$ cat src/rtl/spi_controller.sv
// spi_controller
//   SPI mode-0 initiator for 16-bit register frames sent MSB first:
//   {rw, addr[6:0], data[7:0]}.
//   Frame shape: SETUP, then 16 high phases with 15 low phases between them,
//   then HOLD and GAP. Each piece lasts CLK_DIV clk cycles.
//   Optional feature macro: SPI_CTRL_READ_EN.
//     Defined:   req_rw is sent as given. cipo is synchronised and captured
//                into rsp_data.
//     Undefined: every frame is a write, and rsp_valid/rsp_data stay at 0.
// Ports:
//   clk, rst_n            clock, asynchronous active-low reset
//   req_valid/req_ready   request handshake, with req_rw, req_addr, req_data
//   busy                  frame in progress (ncs low, or inter-frame gap)
//   ncs, sclk, copi       SPI outputs (all registered)
//   cipo                  SPI input (read build only)
//   rsp_valid, rsp_data   read-data pulse and held read byte
module spi_controller #(
  parameter int CLK_DIV = 4
) (
  input  logic       clk,
  input  logic       rst_n,
  input  logic       req_valid,
  output logic       req_ready,
  input  logic       req_rw,
  input  logic [6:0] req_addr,
  input  logic [7:0] req_data,
  output logic       busy,
  output logic       ncs,
  output logic       sclk,
  output logic       copi,
  input  logic       cipo,
  output logic       rsp_valid,
  output logic [7:0] rsp_data
);

  if (CLK_DIV < 2 || CLK_DIV > 255) begin : g_bad_clk_div
    $error("spi_controller: CLK_DIV must lie in 2..255");
  end

  localparam logic [7:0] PH_LAST = 8'(CLK_DIV - 1);

  typedef enum logic [2:0] {S_IDLE, S_SETUP, S_SHIFT, S_HOLD, S_GAP} state_t;

  state_t      state_q, state_d;
  logic [7:0]  phase_q, phase_d;
  logic [3:0]  bit_cnt_q, bit_cnt_d;
  logic [14:0] shift_q, shift_d;   // bits still to be sent after the one on copi
  logic        ncs_q, ncs_d;
  logic        sclk_q, sclk_d;
  logic        copi_q, copi_d;
  logic        ready_q, ready_d;
  logic        busy_q, busy_d;
  logic        phase_wrap;
  logic        accept;
  logic        rw_eff;

  assign phase_wrap = (phase_q == PH_LAST);
  assign accept     = (state_q == S_IDLE) && req_valid && ready_q;

  always_comb begin
    state_d   = state_q;
    phase_d   = phase_q;
    bit_cnt_d = bit_cnt_q;
    shift_d   = shift_q;
    ncs_d     = ncs_q;
    sclk_d    = sclk_q;
    copi_d    = copi_q;
    ready_d   = ready_q;
    busy_d    = busy_q;

    if (state_q != S_IDLE) begin
      phase_d = phase_wrap ? 8'd0 : phase_q + 8'd1;
    end

    unique case (state_q)
      S_IDLE: begin
        phase_d = 8'd0;
        if (accept) begin
          // The R/W bit goes straight onto copi, so it is valid the cycle ncs falls.
          copi_d    = rw_eff;
          shift_d   = {req_addr, req_data};
          ncs_d     = 1'b0;
          ready_d   = 1'b0;
          busy_d    = 1'b1;
          bit_cnt_d = 4'd0;
          state_d   = S_SETUP;
        end
      end
      S_SETUP: begin
        if (phase_wrap) begin
          sclk_d  = 1'b1;
          state_d = S_SHIFT;
        end
      end
      S_SHIFT: begin
        if (phase_wrap) begin
          if (sclk_q) begin
            sclk_d = 1'b0;
            if (bit_cnt_q == 4'd15) begin
              state_d = S_HOLD;
            end else begin
              // copi only moves on the falling sclk edge, so it is stable at every rise.
              bit_cnt_d = bit_cnt_q + 4'd1;
              copi_d    = shift_q[14];
              shift_d   = {shift_q[13:0], 1'b0};
            end
          end else begin
            sclk_d = 1'b1;
          end
        end
      end
      S_HOLD: begin
        if (phase_wrap) begin
          ncs_d   = 1'b1;
          copi_d  = 1'b0;
          state_d = S_GAP;
        end
      end
      S_GAP: begin
        if (phase_wrap) begin
          ready_d = 1'b1;
          busy_d  = 1'b0;
          state_d = S_IDLE;
        end
      end
      default: state_d = S_IDLE;
    endcase
  end

  always_ff @(posedge clk or negedge rst_n) begin
    if (!rst_n) begin
      state_q   <= S_IDLE;
      phase_q   <= 8'd0;
      bit_cnt_q <= 4'd0;
      shift_q   <= 15'd0;
      ncs_q     <= 1'b1;
      sclk_q    <= 1'b0;
      copi_q    <= 1'b0;
      ready_q   <= 1'b1;
      busy_q    <= 1'b0;
    end else begin
      state_q   <= state_d;
      phase_q   <= phase_d;
      bit_cnt_q <= bit_cnt_d;
      shift_q   <= shift_d;
      ncs_q     <= ncs_d;
      sclk_q    <= sclk_d;
      copi_q    <= copi_d;
      ready_q   <= ready_d;
      busy_q    <= busy_d;
    end
  end

  assign req_ready = ready_q;
  assign busy      = busy_q;
  assign ncs       = ncs_q;
  assign sclk      = sclk_q;
  assign copi      = copi_q;

`ifdef SPI_CTRL_READ_EN
  logic       cipo_s1_q, cipo_s2_q;
  logic       rw_q, rw_d;
  logic [7:0] cap_q, cap_d;
  logic       rsp_valid_q, rsp_valid_d;
  logic [7:0] rsp_data_q, rsp_data_d;
  logic       cap_en;
  logic       frame_end;

  assign rw_eff    = req_rw;
  // Sample at the end of each data-bit high phase; data bits are counts 8..15.
  assign cap_en    = (state_q == S_SHIFT) && sclk_q && phase_wrap && bit_cnt_q[3];
  assign frame_end = (state_q == S_HOLD) && phase_wrap;

  always_comb begin
    rw_d        = rw_q;
    cap_d       = cap_q;
    rsp_valid_d = 1'b0;
    rsp_data_d  = rsp_data_q;
    if (accept) begin
      rw_d = req_rw;
    end
    if (cap_en) begin
      cap_d = {cap_q[6:0], cipo_s2_q};
    end
    if (frame_end && !rw_q) begin
      rsp_valid_d = 1'b1;
      rsp_data_d  = cap_q;
    end
  end

  always_ff @(posedge clk or negedge rst_n) begin
    if (!rst_n) begin
      cipo_s1_q   <= 1'b0;
      cipo_s2_q   <= 1'b0;
      rw_q        <= 1'b1;
      cap_q       <= 8'd0;
      rsp_valid_q <= 1'b0;
      rsp_data_q  <= 8'd0;
    end else begin
      cipo_s1_q   <= cipo;
      cipo_s2_q   <= cipo_s1_q;
      rw_q        <= rw_d;
      cap_q       <= cap_d;
      rsp_valid_q <= rsp_valid_d;
      rsp_data_q  <= rsp_data_d;
    end
  end

  assign rsp_valid = rsp_valid_q;
  assign rsp_data  = rsp_data_q;
`else
  // Write-only build: the R/W bit is forced high and cipo is not observed.
  logic unused_read_inputs;
  assign unused_read_inputs = ^{req_rw, cipo};
  assign rw_eff    = 1'b1;
  assign rsp_valid = 1'b0;
  assign rsp_data  = 8'h00;
`endif

endmodule

$ cat config.mk
export PLATFORM = sky130hd
export DESIGN_NAME = spi_controller
export DESIGN_NICKNAME = d
export VERILOG_FILES = /design/src/rtl/spi_controller.sv
export SDC_FILE = /design/constraint.sdc
export NUM_CORES = 1
export LEC_CHECK = 0
export BUFFER_PORTS_ARGS = -buffer_cell sky130_fd_sc_hd__buf_2
export CAP_MARGIN = 10
export CORE_UTILIZATION = 59
export DETAILED_ROUTE_END_ITERATION = 7
export PLACE_DENSITY_LB_ADDON = 0.12
export RECOVER_POWER = 50
export SLEW_MARGIN = 20
export SYNTH_ARGS = -nofsm -noshare
export SYNTH_HDL_FRONTEND = slang
export SYNTH_SLANG_ARGS = --single-unit
$ cat constraint.sdc
create_clock -name clk -period 4.12 [get_ports clk]
set_clock_uncertainty 0.2 [all_clocks]
set_input_delay 0.206 -clock clk [delete_from_list [all_inputs] [get_ports clk]]
set_output_delay 0.206 -clock clk [all_outputs]
set_load 0.1 [all_outputs]
Yosys cells after proc, flatten, opt, wreduce, memory -nomap -nowiden --
Cells that the tools add are included.
Word-level totals: register bits 35, output and inout port bits 14, input bits 20, logic and storage cells 76
Operators by class: eq/ne operators 14, mux-type cells 35, add/subtract/negate cells 2, reduce and logical (&&, ||, !) cells 16
Operators by type and width (count):
- $mux 15 | 4
- $pmux 15 s2 | 1
- $mux 8 | 3
- $mux 3 | 7
- $mux 4 | 4
- $ne 2x2->1 const B | 8
- $pmux 3 s5 | 1
- $reduce_bool 2->1 | 5
- $mux 1 | 9
- $reduce_and 3->1 | 3
- $add 8x1->8 const B | 1
- $eq 8x2->1 const B | 1
- $pmux 1 s2 | 4
- $pmux 4 s2 | 1
- $reduce_and 7->1 | 1
- $eq 3x2->1 const B | 2
- $reduce_and 6->1 | 1
- $reduce_bool 3->1 | 2
- $reduce_and 5->1 | 1
- $add 4x1->4 const B | 1
- $eq 4x4->1 const B | 1
- $eq 3x1->1 const B | 1
- $eq 3x3->1 const B | 1
- $logic_not 3->1 | 1
- 2 further kinds | 3

Longest topological paths before layout --
depth in word-level cells 5, gate-level depth with buffers 7, depth with buffers taken out 5

Least setup slack after synthesis --
Ideal clock, no wire load.
path type reg-to-reg, from register sclk_q (netlist: sclk), to register shift_q[0], cell stages (with the launch flop) 5, required time 3795 ps, arrival 2098 ps, period minus slack after synthesis 2423 ps, setup time 125 ps, path buffers 1, path slack 1697 ps, cell sequence dfrtp_1 > nand4_1 > o21ai_4 > buf_12 > mux2_4
On the way: cells in the longest elaborated chain, start to end 2
Ends and longest elaborated chain:
- from (decl) | RTL line 49 | logic sclk_q, sclk_d;
- from (signal assigned) | RTL line 147 | sclk_q <= sclk_d;
- $ne 2x2->1 (no line)
- $reduce_and 5->1 (no line)
- to (signal assigned) | RTL line 145 | shift_q <= shift_d;
- to (decl) | RTL line 47 | logic [14:0] shift_q, shift_d;
Every way passes these cells. A chain may end at the register's enable or synchronous reset.

Worst setup path after layout --
from register state_q[0], to register shift_q[10]
On the way: cells in the longest elaborated chain, start to end 5, elaborated cells between the ends (all ways) 11, those cells by class eq/ne: 5; mux: 1; reduce/logical: 5
Ends and longest elaborated chain:
- from (decl) | RTL line 44 | state_t state_q, state_d;
- from (signal assigned) | RTL line 142 | state_q <= state_d;
- $logic_not 3->1 | RTL line 58, 75
- $logic_and 1x1->1 (2 in series) | RTL line 58 | assign accept = (state_q == S_IDLE) && req_valid && ready_q;
- $ne 2x2->1 (no line)
- $reduce_and 5->1 (no line)
Parallel ways exist; a longest one is shown, timed or not.

==> results.cfg <==
[yosys]
synth_edf_count = 0
ys_seq_area_share_pct = 46.52
ys_seq_elements = 35
synthXorXnorAreaFrac_pct = 3.247
synth_common_cells = dfrtp_1, mux2_2, nor2_1, buf_4, nand3_1
synth_top_area_share_pct = 43.74
synth_flop_cell = dfrtp_1
yosysUniqueCellTypes = 42
netlist_instances = 167
synth_compound_area_share_pct = 7.820
synthesis.area_um2 = 1888
synth_top_family_by_area = multiplexers
synthSimpleGateAreaFrac_pct = 13.72
yosys_warnings = 0
synth.most_common_cell = dfrtp_1
synthesis.area_per_instance_um2 = 11.31
synth_area_leader_cell = dfrtp_1
synthMuxAreaShare_pct = 19.22
synthAdderAreaFrac_pct = 1.325
ys_top_cells_by_area = dfrtp_1, mux2_2, buf_4, mux2_4, nor2_1
synthArstFlopShare_pct = 100.0

[timing]
hold_viol_final = 0
finalCritPeriodShare_pct = 58.53
min_period_ns = 2.411
rsz0062_at_grt = no
max_freq_ghz = 0.4147
tightest_slew_ns = 1.780
slew_viol_final = 36
setup_viol = 0
setup_tns_ns = 0
slew_headroom_pct = -18.69

[clock_tree]
tritoncts = done
clk_path_buf_depth = 2
root_buffer = clkbuf_4
clock-sinks = 35
clk_pin_slew_ns = 0.11
clk_latency_ns = 0.34
cts_resized = 0
cts_buffers = 5
postCtsSetupRepairBufs = 0
h-tree-depth = 2

[status]
outcome = complete, but fails checks
violations = max-capacitance violations, max-slew violations

[global_routing]
overflow = 0
grt_max_degree = 36
grt_usage_pct = 20.70
grt_antenna_before_repair = 0
grt_pass1_wl_um = 5230
grt_pass1_vias = 1193

[power_and_ir_drop]
power.density_nw_per_um2 = 301.3
ir_worst_vdd_mv = 0.1927
power_leakage_uw = 0.0008995

[worst_setup_path]
crit_fanout = 18
start_kind = flop
cp.required_ns = 4.16
crit_type = reg -> reg
cp.arrival_ns = 2.45
critPathCaptureType = flop

[min_path]
hold_class = in -> reg

[routing]
first_iter_violations = 35
firstDrtPassIters = 4
routedWlPerCell_um = 12.79
vias_per_cell = 5.343
ant_nets = 0
wirelength_um = 3019
via_count = 1261
drc_errors = 0

[floorplanning]
initial_core_util_pct = 61.84
die_h_um = 58.57
core_um2 = 3053
die_area_um2 = 3430
boundaryPins = 34
num_rows = 20
die_w_um = 58.57

[placement]
port_buffers = 22
hpwlAfterDp_um = 2067
gp_congestion = 0.8162

[finish]
area_delta_synth_final_pct = 8.350
drive_above_1_share_pct = 32.81
nets = 213
utilization_pct = 67.01
antenna-diode-count = 0

[flow_run]
cap_violations = 1
placed cells by master (no fill, tap or decap), types with 2 or more instances in the layout:
| master | netlist | final |
|---|---|---|
| conb_1 | 1 | 9 |
| clkbuf_4 | 0 | 5 |
| and3_1 | 3 | 3 |
| nor2_1 | 16 | 16 |
| nand3_1 | 8 | 8 |
| mux2_4 | 5 | 5 |
| o21ai_0 | 2 | 2 |
| ha_1 | 2 | 2 |
| inv_1 | 7 | 7 |
| dlygate4sd3_1 | 0 | 3 |
| nor3_1 | 3 | 3 |
| buf_2 | 2 | 19 |
| o31ai_1 | 3 | 3 |
| xor2_1 | 5 | 5 |
| dfstp_2 | 2 | 2 |
| a21oi_1 | 5 | 5 |
| dfrtp_1 | 33 | 33 |
| a31oi_1 | 5 | 5 |
| nand2_1 | 6 | 6 |
| clkbuf_1 | 1 | 4 |
| xnor2_1 | 2 | 2 |
| mux2_2 | 22 | 22 |
| mux2i_1 | 4 | 4 |
state kept, by name (all words and copies together) (netlist names):
register,cells
copi,1
state_q,3
sclk,1
shift_q,15
req_ready,1
busy,1
phase_q,8
bit_cnt_q,4
ncs,1
through the flow:
step	setup slack (ns)	total power, uW	cells	instance area (um^2)	hold WS, ns
global placement	1.741	425.1	225	1959	0.1116
floorplan	1.697	416.5	175	1918	-0.2896
detailed placement	1.701	427.0	225	1959	0.1181
finish	1.709	616.3	236	2046	0.01358
CTS	1.692	623.1	236	2049	0.009863
global route	1.547	642.5	236	2046	0.009050
repair_timing:
action                                  in CTS  in global routing
endpoints found under the hold margin       35                  0
hold buffers                                 3                  0
endpoints found under the setup margin       0                  0
where the power goes:
part / internal, uW / leakage, uW / switching [uW]
Sequential: 351 / 0.000421 / 3.60
Combinational: 19.1 / 0.000443 / 48.0
Clock: 82.7 / 0.0000353 / 112
Total: 453 / 0.000900 / 164
critical path, stage by stage (launching register included):
cell	delay [ns]
dfrtp_1	0.54
nor2_1	0.22
and2_1	0.66
mux2_2	0.41
mux2_2	0.27
cells by family (layout without fill, tap and decap cells):
group,Yosys count,count (layout)
adder cells (fa/ha/maj),2,2
XOR/XNOR,7,7
AND/OR/NAND/NOR,47,47
other,1,9
AO/OA/AOI/OAI,21,21
flip-flops,35,35
buffers and inverters,23,40
multiplexers,31,31
path summary, 6_finish.rpt:
path	slack (ns)	start	cells past startpoint	endpoint
min in group asynchronous	0.67	rst_n	2	sclk
worst min register to register	0.27	phase_q[0]	1	phase_q[0]
max in group asynchronous	2.02	rst_n	2	phase_q[5]
worst max register to register	1.71	state_q[0]	4	shift_q[10]
worst min-delay path	0.01	req_addr[3]	3	shift_q[11]
worst max-delay path	1.71	state_q[0]	4	shift_q[10]
layout make-up:
| type | instances | area [um^2] |
|---|---|---|
| Inverter | 7 | 26.28 |
| Clock buffer | 7 | 55.05 |
| Sequential cell | 35 | 878.3 |
| Multi-Input combinational cell | 117 | 889.6 |
| Fill cell | 254 | 1007 |
| Clock inverter | 1 | 5.005 |
| Tap cell | 44 | 55.05 |
| Timing Repair Buffer | 25 | 136.4 |
metal layers:
layer | GRT usage, % | part of all wire (%) | vias to the layer above
li1 | - | - | 613
met1 | 27.15 | 48 | 613
met2 | 31.53 | 47 | 29
met3 | 7.473 | 3.9 | 6
met4 | 8.163 | 1.5 | 0
met5 | 0 | 0 | -
Power figures use the tool's default switching activity.
